<file path="src/rtl/wb_ctrl_pkg.sv">
// wb_ctrl_pkg: opcodes, stage states and parameter checks for the writeback/control stage
package wb_ctrl_pkg;
  localparam logic [3:0] OP_LDB = 4'b1000;
  localparam logic [3:0] OP_LDL = 4'b1010;
  localparam logic [3:0] OP_LDH = 4'b1011;
  localparam logic [3:0] OP_MOV = 4'b0111;
  typedef enum logic {IDLE, WAIT_MEM} state_t;
  function automatic bit width_ok(int w);
    return w >= 8;
  endfunction
endpackage

</file>
<file path="src/rtl/wb_value_sel.sv">
// wb_value_sel: per-opcode register write value (ALU, nibble merge, zero-extended move)
module wb_value_sel import wb_ctrl_pkg::*; #(
  parameter int W = 8
) (
  input  logic [3:0]   opcode,
  input  logic [4:0]   imm,
  input  logic [W-1:0] alu_out,
  input  logic [W-1:0] reg_read_value,
  output logic [W-1:0] value
);
  // Masked merges keep W=8 legal where a [W-1:8] slice would not be
  always_comb
    value = opcode == OP_LDL ? (reg_read_value & ~W'(8'h0F)) | W'(imm[4:1]) :
            opcode == OP_LDH ? (reg_read_value & ~W'(8'hF0)) | (W'(imm[4:1]) << 4) :
            opcode == OP_MOV ? W'(imm) :
            alu_out;
endmodule

</file>
<file path="src/rtl/wb_ctrl_pipe.sv">
// wb_ctrl_pipe: registered writeback select, register write enable and bounded load sequencing
module wb_ctrl_pipe import wb_ctrl_pkg::*; #(
  parameter int          W         = 8,
  parameter int          TIMEOUT   = 16,
  parameter logic [15:0] NOWB_MASK = 16'h0000
) (
  input  logic         Clk,
  input  logic         Reset,
  input  logic [8:0]   Instruction,
  input  logic         InstrValid,
  output logic         InstrReady,
  input  logic [W-1:0] ALU_out,
  input  logic [W-1:0] RegReadValue,
  output logic         MemReadReq,
  input  logic [W-1:0] MemReadValue,
  input  logic         MemReadValid,
  output logic         RegWrite,
  output logic [W-1:0] RegWriteValue,
  output logic         MemTimeout
);
  localparam int CW = $clog2(TIMEOUT + 1);
  if (!width_ok(W) || TIMEOUT < 1) begin : g_param_err
    $fatal(1, "wb_ctrl_pipe: W must be >= 8 and TIMEOUT >= 1");
  end
  state_t       state;
  logic [CW-1:0] cnt;
  logic [3:0]   op;
  logic [W-1:0] val;
  logic         accept;
  assign op         = Instruction[8:5];
  assign InstrReady = state == IDLE;
  assign accept     = InstrValid & InstrReady;
  wb_value_sel #(.W(W)) u_sel (
    .opcode         (op),
    .imm            (Instruction[4:0]),
    .alu_out        (ALU_out),
    .reg_read_value (RegReadValue),
    .value          (val)
  );
  always_ff @(posedge Clk) begin
    if (!Reset) begin
      state         <= IDLE;
      cnt           <= '0;
      RegWrite      <= 1'b0;
      RegWriteValue <= '0;
      MemReadReq    <= 1'b0;
      MemTimeout    <= 1'b0;
    end else begin
      RegWrite   <= 1'b0;
      MemReadReq <= 1'b0;
      if (state == IDLE) begin
        if (accept && op == OP_LDB) begin
          MemReadReq <= 1'b1;
          state      <= WAIT_MEM;
          cnt        <= '0;
        end else if (accept) begin
          RegWrite <= ~NOWB_MASK[op];
          if (!NOWB_MASK[op]) RegWriteValue <= val;
        end
      end else if (MemReadValid) begin
        RegWrite      <= 1'b1;
        RegWriteValue <= MemReadValue;
        state         <= IDLE;
      end else if (cnt == CW'(TIMEOUT - 1)) begin
        MemTimeout <= 1'b1;
        state      <= IDLE;
      end else begin
        cnt <= cnt + 1'b1;
      end
    end
  end
endmodule

</file>
<file path="config.mk">
export PLATFORM = sky130hd
export DESIGN_NAME = wb_ctrl_pipe
export DESIGN_NICKNAME = d
export VERILOG_FILES = /design/src/rtl/wb_ctrl_pkg.sv /design/src/rtl/wb_value_sel.sv /design/src/rtl/wb_ctrl_pipe.sv
export SDC_FILE = /design/constraint.sdc
export NUM_CORES = 1
export LEC_CHECK = 0
export CAP_MARGIN = 10
export CORE_MARGIN = 2
export CORE_UTILIZATION = 46
export CTS_CLUSTER_DIAMETER = 50
export DETAILED_ROUTE_END_ITERATION = 6
export HOLD_SLACK_MARGIN = 0.08
export PLACE_DENSITY = 0.84
export SLEW_MARGIN = 20
export SYNTH_ARGS = -nofsm -noshare
export SYNTH_HDL_FRONTEND = slang
export SYNTH_HIERARCHICAL = 1
export SYNTH_SLANG_ARGS = --single-unit
export TNS_END_PERCENT = 30
</file>
<file path="constraint.sdc">
create_clock -name Clk -period 2.8 [get_ports Clk]
set_input_delay 0.56 -clock Clk [delete_from_list [all_inputs] [get_ports Clk]]
set_output_delay 0.56 -clock Clk [all_outputs]
set_load 0.02 [all_outputs]
</file>
# After elaboration in Yosys (flattened, before gate mapping)
# Memories as Yosys holds them, arrays and structs flattened.
# Index checks and enable logic that the tools add are counted.
[totals] wordCells=54 in_bits=37 register_bits=17 mem_bits_ro=16 n_memories=1 output_inout_bits=12
[memory_table] memory="(no name shown)" words=16 width=1 read_ports=1 rd_clocked_by_memory_dff=0 wr=0 line_no="wb_ctrl_pipe.sv:58" text="if (!NOWB_MASK[op]) RegWriteValue <= val;"
[op_classes] addsub=1 muxes=21 n_reduce_logical=7 n_bitwise=7 eq_ne=10 magnitude_cmp=1
[ops] operator="2-to-1 mux 8 bit" count=8
[ops] operator="2-to-1 mux 5 bit" count=4
[ops] operator="equality test 4 bit (second input constant)" count=3
[ops] operator="!= test 2 bit (second input constant)" count=5
[ops] operator="2-to-1 mux 1 bit" count=9
[ops] operator="OR 4 x 8 -> 8 bit" count=1
[ops] operator="OR 8 x 4 -> 8 bit" count=1
[ops] operator="AND reduction 3 bit" count=2
[ops] operator="adder 5 x 1 -> 5 bit (second input constant)" count=1
[ops] operator="equality test 5 x 4 -> 1 bit (second input constant)" count=1
[ops] operator="< comparator 4 x 5 -> 1 bit (second input constant)" count=1
[ops] operator="equality test 4 x 3 -> 1 bit (second input constant)" count=1
[ops] operator="inverter 1 bit" count=4
[ops] operator="AND reduction 4 bit" count=1
[ops] operator="nonzero test 2 bit" count=2
[ops] operator="OR reduction 2 bit" count=1
[ops] operator="bitwise AND 1 bit" count=1
[ops] operator="logical AND 1 bit" count=1

# Longest topological paths before layout
[depth] ltp_word=8 depth_mapped=7 ltp_nobuf=6

# Hierarchy
# Netlist, hierarchy kept.
[by_module_without_submodules] mod="wb_ctrl_pipe" cells_per_inst=89 instances=1 seq_area_each_um2=340.3 area_each_um2=822.0
[by_module_without_submodules] mod="wb_value_sel" cells_per_inst=51 instances=1 seq_area_each_um2=0.0 area_each_um2=404.1

# Worst setup path after synthesis
# No wires, ideal clock.
[synth_path] path_kind="register to register" start="register cnt[0]" end="register cnt[4]" path_slack_ns=0.986 synth_period_minus_slack_ns=1.814 n_path_buf=0 stages_incl_launch_ff=7 setup_ns=0.087 arrival_time_ns=1.727 required_ns=2.713 path_cell_list="dfxtp_1 > ha_1 > and3_1 > ha_1 > or3b_1 > or4_1 > o31ai_1"
[synth_via] elab_chain_len=4 word_cells_on_any_way=7 classes_between="add/sub (1); eq/ne (2); mux (3); reduce/logical (1)"
[synth_lines] element="from (decl)" line_no="wb_ctrl_pipe.sv:26" text="logic [CW-1:0] cnt;"
[synth_lines] element="from (signal assigned)" line_no="wb_ctrl_pipe.sv:68" text="cnt <= cnt + 1'b1;"
[synth_lines] element="adder 5 x 1 -> 5 bit" line_no="wb_ctrl_pipe.sv:68"
[synth_lines] element="2-to-1 mux 5 bit" line_no="wb_ctrl_pipe.sv:64" text="end else if (cnt == CW'(TIMEOUT - 1)) begin"
[synth_lines] element="2-to-1 mux 5 bit" line_no="wb_ctrl_pipe.sv:60" text="end else if (MemReadValid) begin"
[synth_lines] element="2-to-1 mux 5 bit" line_no="wb_ctrl_pipe.sv:51" text="if (state == IDLE) begin"
# Parallel ways exist; a longest one is shown, timed or not. The select of a mux whose other input is x is not followed.
# A chain may end at the register's enable or synchronous reset.

# Worst setup path after layout
[layout_path] start="input port Instruction[5]" end="register RegWriteValue[5]"
[layout_via] elab_chain_len=8 word_cells_on_any_way=17 classes_between="eq/ne (6); mux (8); reduce/logical (2); memory (1)"
[layout_lines] element="from (decl)" line_no="wb_ctrl_pipe.sv:9" text="input logic [8:0] Instruction,"
[layout_lines] element="equality test 4 x 3 -> 1 bit" line_no="wb_value_sel.sv:15" text="opcode == OP_MOV ? W'(imm) :"
[layout_lines] element="2-to-1 mux 8 bit" line_no="wb_value_sel.sv:15"
[layout_lines] element="2-to-1 mux 8 bit" line_no="wb_value_sel.sv:14" text="opcode == OP_LDH ? (reg_read_value & ~W'(8'hF0)) | (W'(imm[4:1]) << 4) :"
[layout_lines] element="2-to-1 mux 8 bit *" line_no="wb_value_sel.sv:13" text="value = opcode == OP_LDL ? (reg_read_value & ~W'(8'h0F)) | W'(imm[4:1]) :"
[layout_lines] element="via val[5]" line_no="wb_ctrl_pipe.sv:28" text="logic [W-1:0] val;"
[layout_lines] element="2-to-1 mux 8 bit *" line_no="wb_ctrl_pipe.sv:58"
[layout_lines] element="2-to-1 mux 8 bit *" line_no="wb_ctrl_pipe.sv:56" text="end else if (accept) begin"
[layout_lines] element="2-to-1 mux 8 bit *" line_no="wb_ctrl_pipe.sv:52" text="if (accept && op == OP_LDB) begin"
[layout_lines] element="2-to-1 mux 8 bit *" line_no="wb_ctrl_pipe.sv:51"
[layout_lines] element="to (signal assigned)" line_no="wb_ctrl_pipe.sv:58"
[layout_lines] element="to (signal assigned)" line_no="wb_ctrl_pipe.sv:62" text="RegWriteValue <= MemReadValue;"
[layout_lines] element="to (decl)" line_no="wb_ctrl_pipe.sv:18" text="output logic [W-1:0] RegWriteValue,"
# Mark *: on every way through the listed nets, which the timed path passes. The rest lies on a longest branch. The select of a mux whose other input is x is not followed.

==> impl_results.md <==
- Status: completed
- Highest Clock Rate: 0.460 GHz
- Post-CTS sizing: 0
- Syn nets: between 150 and 200
- Critical path capture point: RegWriteValue[5]
- Final Cycle Share: 77.6%
- DR vias: ~1.2k
- Slew Limit Fails: 0
- Effective utilization at floorplan: 49.0%
- Die X: 55.6 um
- WL final: 3300 um
- Critical path, cell by cell: clkdlybuf4s50_1, buf_4, nand3b_1, a21boi_1, o22ai_1, mux2_2, nand2_1, mux2i_1
- TritonCTS Buffers: 3
- DIE AREA: approximately 0.0031 mm2
- DRC Markers: 0
- Hold/Removal Path Class: register to register
- Comb power frac: 32.9%
- Final core occ: 70.5%
- Post-synthesis sequential area ratio: between 20 and 30%
- Iter 0 DRT Violations: 57
- Register bit total from synthesis: 17
- Syn avg cell area: between 8 and 9 um2
- NumNets Final: 230
- Final Setup Violations: 0
- Crit path max fanout: 10
- Most frequent cells in the layout: 48 x clkdlybuf4s50_1, 19 x nand2_1, 17 x dfxtp_1
- Max cap viols: 0
- DR top layer: met4
- Synthesized area: ~0.0012 mm2
- Reg2reg end: cnt[4]
- Vias in the first global route: around 1.2k
- Yosys cell types: 42
- Antenna Nets Post-Route: 0
- Sequential power share: approximately 44%
- DR WL met3: a little under 200 um
- P_leak: roughly 0.7 nW
- Core ar.: approximately 0.0025 mm2
- Slowest cell on crit path: clkdlybuf4s50_1
- Commonest non-fill, non-tap cell in the layout: clkdlybuf4s50_1
- Startpoint class of the critical path: input pin
- Worst clock skew: approximately 4.4 ps
- Clock sinks: 17
- Worst-margin pin slew: 448 ps
- Cts hold-fix bufs: 0
- FF-to-FF path depth: 6
- First-pass GRT wire length: 5290 um
- Synthesis Warnings: 6
- Row cnt: 18
- CP endpoint kind: register
- Clock root buffer: clkbuf_4
- Placer congestion estimate: about 0.82
- Worst Setup Path Type: input pin to register
- P_sw: about 0.17 mW
- Share of layout cells above drive strength 1: 14.7%
- Rel. slew slack: roughly 70%
- ANT cells: 0
- M1 WL: about 1300 um
- Worst vdd ir: between 0.4 and 0.5 mV
- CTS tree: done
- R2r setup slk: approximately 840 ps
- Clock Latency Late Sink: approximately 300 ps
- Antenna violations before repair: 0
- Critical Path Source: Instruction[5]
- Die Ht: about 56 um
- H-tree level count: 1
- # fillers: 201
- Vias per std cell: between 5 and 6
- Worst path max stage delay: 640 ps
- Hold slack: roughly 470 ps
- GR Overflow Total: 0
- Setup TNS: 0 ps
- Port Buffer Count: 48
- Non-Filler Instances: 220
- Gr usage total: a little over a fifth
- Clock power share: between 20% and 30%
- DR WL met2: between 1500 and 2000 um
- RSZ-0062 raised after global routing: false
- Reg2Reg Launch Point: cnt[0]
- Max Root-Sink Buffers: 2
- Switching Share: around 28%
- Power Density: 331 mW/mm2
- Boundary Pins: between 40 and 50
- Worst path required time: between 2000 and 3000 ps
- Syn Inst Count: 140
- CP arrival: 2360 ps
- TritonRoute pass-1 iters: 4
- Fin. Hold Viols: 0
- Per-cell routed wire length: between 10 and 15 um
- Largest net degree at the start of global routing: 22
- Post-CTS setup buffer count: 0
- Worst-path clk slew: 90 ps
- Detailed placer's ending HPWL: 2560 um
- Design internal power: around 0.42 mW
- P&R area growth vs syn: 43.8%
- Inst Count DP: 216
- Tmin final: 2170 ps
[worst min path at each step]
| stage | cells after the start | startpoint | to |
|---|---|---|---|
| 2_1_floorplan | 1 | cnt[3] | cnt[3] |
| 3_3_place_gp | 2 | RegWriteValue[0] | RegWriteValue[0] |
| 3_5_place_dp | 2 | RegWriteValue[4] | RegWriteValue[4] |
| 4_1_cts | 2 | RegWriteValue[4] | RegWriteValue[4] |
| 5_1_grt | 2 | RegWriteValue[2] | RegWriteValue[2] |
| 6_report | 2 | RegWriteValue[4] | RegWriteValue[4] |
[synth_stat cells (all sizes together)]
master,count,area [um2]
a311oi,1,8.76
or4,1,7.51
and3b,1,12.5
mux2,8,90.1
o2bb2ai,5,43.8
a31oi,3,18.8
nand3,1,5.00
clkbuf,2,7.51
a21oi,5,25.0
nand3b,3,35.0
and2,2,12.5
nand4b,6,52.6
ha,2,25.0
or3,1,6.26
nor2,3,18.8
nand2b,3,21.3
o21ai,3,15.0
dfxtp,17,340
a21boi,1,7.51
or4b,1,13.8
a222oi,5,50.1
o31ai,1,7.51
or2,5,31.3
or3b,1,8.76
and3,1,6.26
nand2,19,71.3
nor3b,1,7.51
nor3,1,5.00
nand4,1,6.26
inv,8,30.0
o211ai,1,7.51
a21o,5,37.5
o22ai,3,18.8
a41oi,1,8.76
buf,7,52.5
mux2i,11,110
[power groups by stage]
stage	clock network, mW	logic, mW	registers, mW
2_1_floorplan	0	0.0836	0.277
3_3_place_gp	0	0.187	0.264
3_5_place_dp	0	0.191	0.264
4_1_cts	0.137	0.192	0.259
5_1_grt	0.147	0.206	0.260
6_report	0.133	0.192	0.259
[layout make-up]
type | count | area (um2) | share of cell area, %
Timing Repair Buffer | 55 | 533 | 30.2
Tap cell | 30 | 37.5 | 2.13
Inverter | 8 | 30.0 | 1.70
Multi-Input combinational cell | 106 | 796 | 45.1
Clock buffer | 4 | 26.3 | 1.49
Sequential cell | 17 | 340 | 19.3
[through the flow]
| stage | power (mW) | area, um2 | setup WS, ps |
|---|---|---|---|
| final | 0.584 | 1760 | 627 |
| after floorplan | 0.360 | 1230 | 986 |
| after detailed placement | 0.455 | 1740 | 350 |
| after CTS | 0.588 | 1760 | 665 |
| after global placement | 0.451 | 1740 | 411 |
| after global routing | 0.613 | 1760 | 558 |
[sequential cells by signal, summed over array words and instances, names as in the netlist]
name	count
RegWrite	1
MemReadReq	1
RegWriteValue	8
cnt	5
state	1
MemTimeout	1
[cells by family (layout without fill, tap and decap cells)]
| family | count (synthesis) | in the layout | share of synthesized area [%] |
|---|---|---|---|
| adder cells (fa/ha/maj) | 2 | 2 | 2.04 |
| AND/OR/NAND/NOR | 51 | 51 | 26.2 |
| multiplexers | 19 | 19 | 16.3 |
| flip-flops | 17 | 17 | 27.8 |
| AO/OA/AOI/OAI | 34 | 34 | 20.3 |
| buffers and inverters | 17 | 67 | 7.35 |
[metal layers]
| layer | vias up | global-route usage, % |
|---|---|---|
| li1 | 622 | - |
| met1 | 562 | 22.5 |
| met2 | 52 | 41.8 |
| met3 | 7 | 4.42 |
| met4 | 0 | 5.23 |
| met5 | - | 0 |
[worst max-delay path, delay by kind of cell]
family | cells | cell delay, ps
muxes | 2 | 330
and+or+nand+nor | 2 | 150
buffers and inverters | 2 | 900
AOI/OAI and AO/OA | 2 | 420
Note: power is estimated with default switching activity, not from simulation.
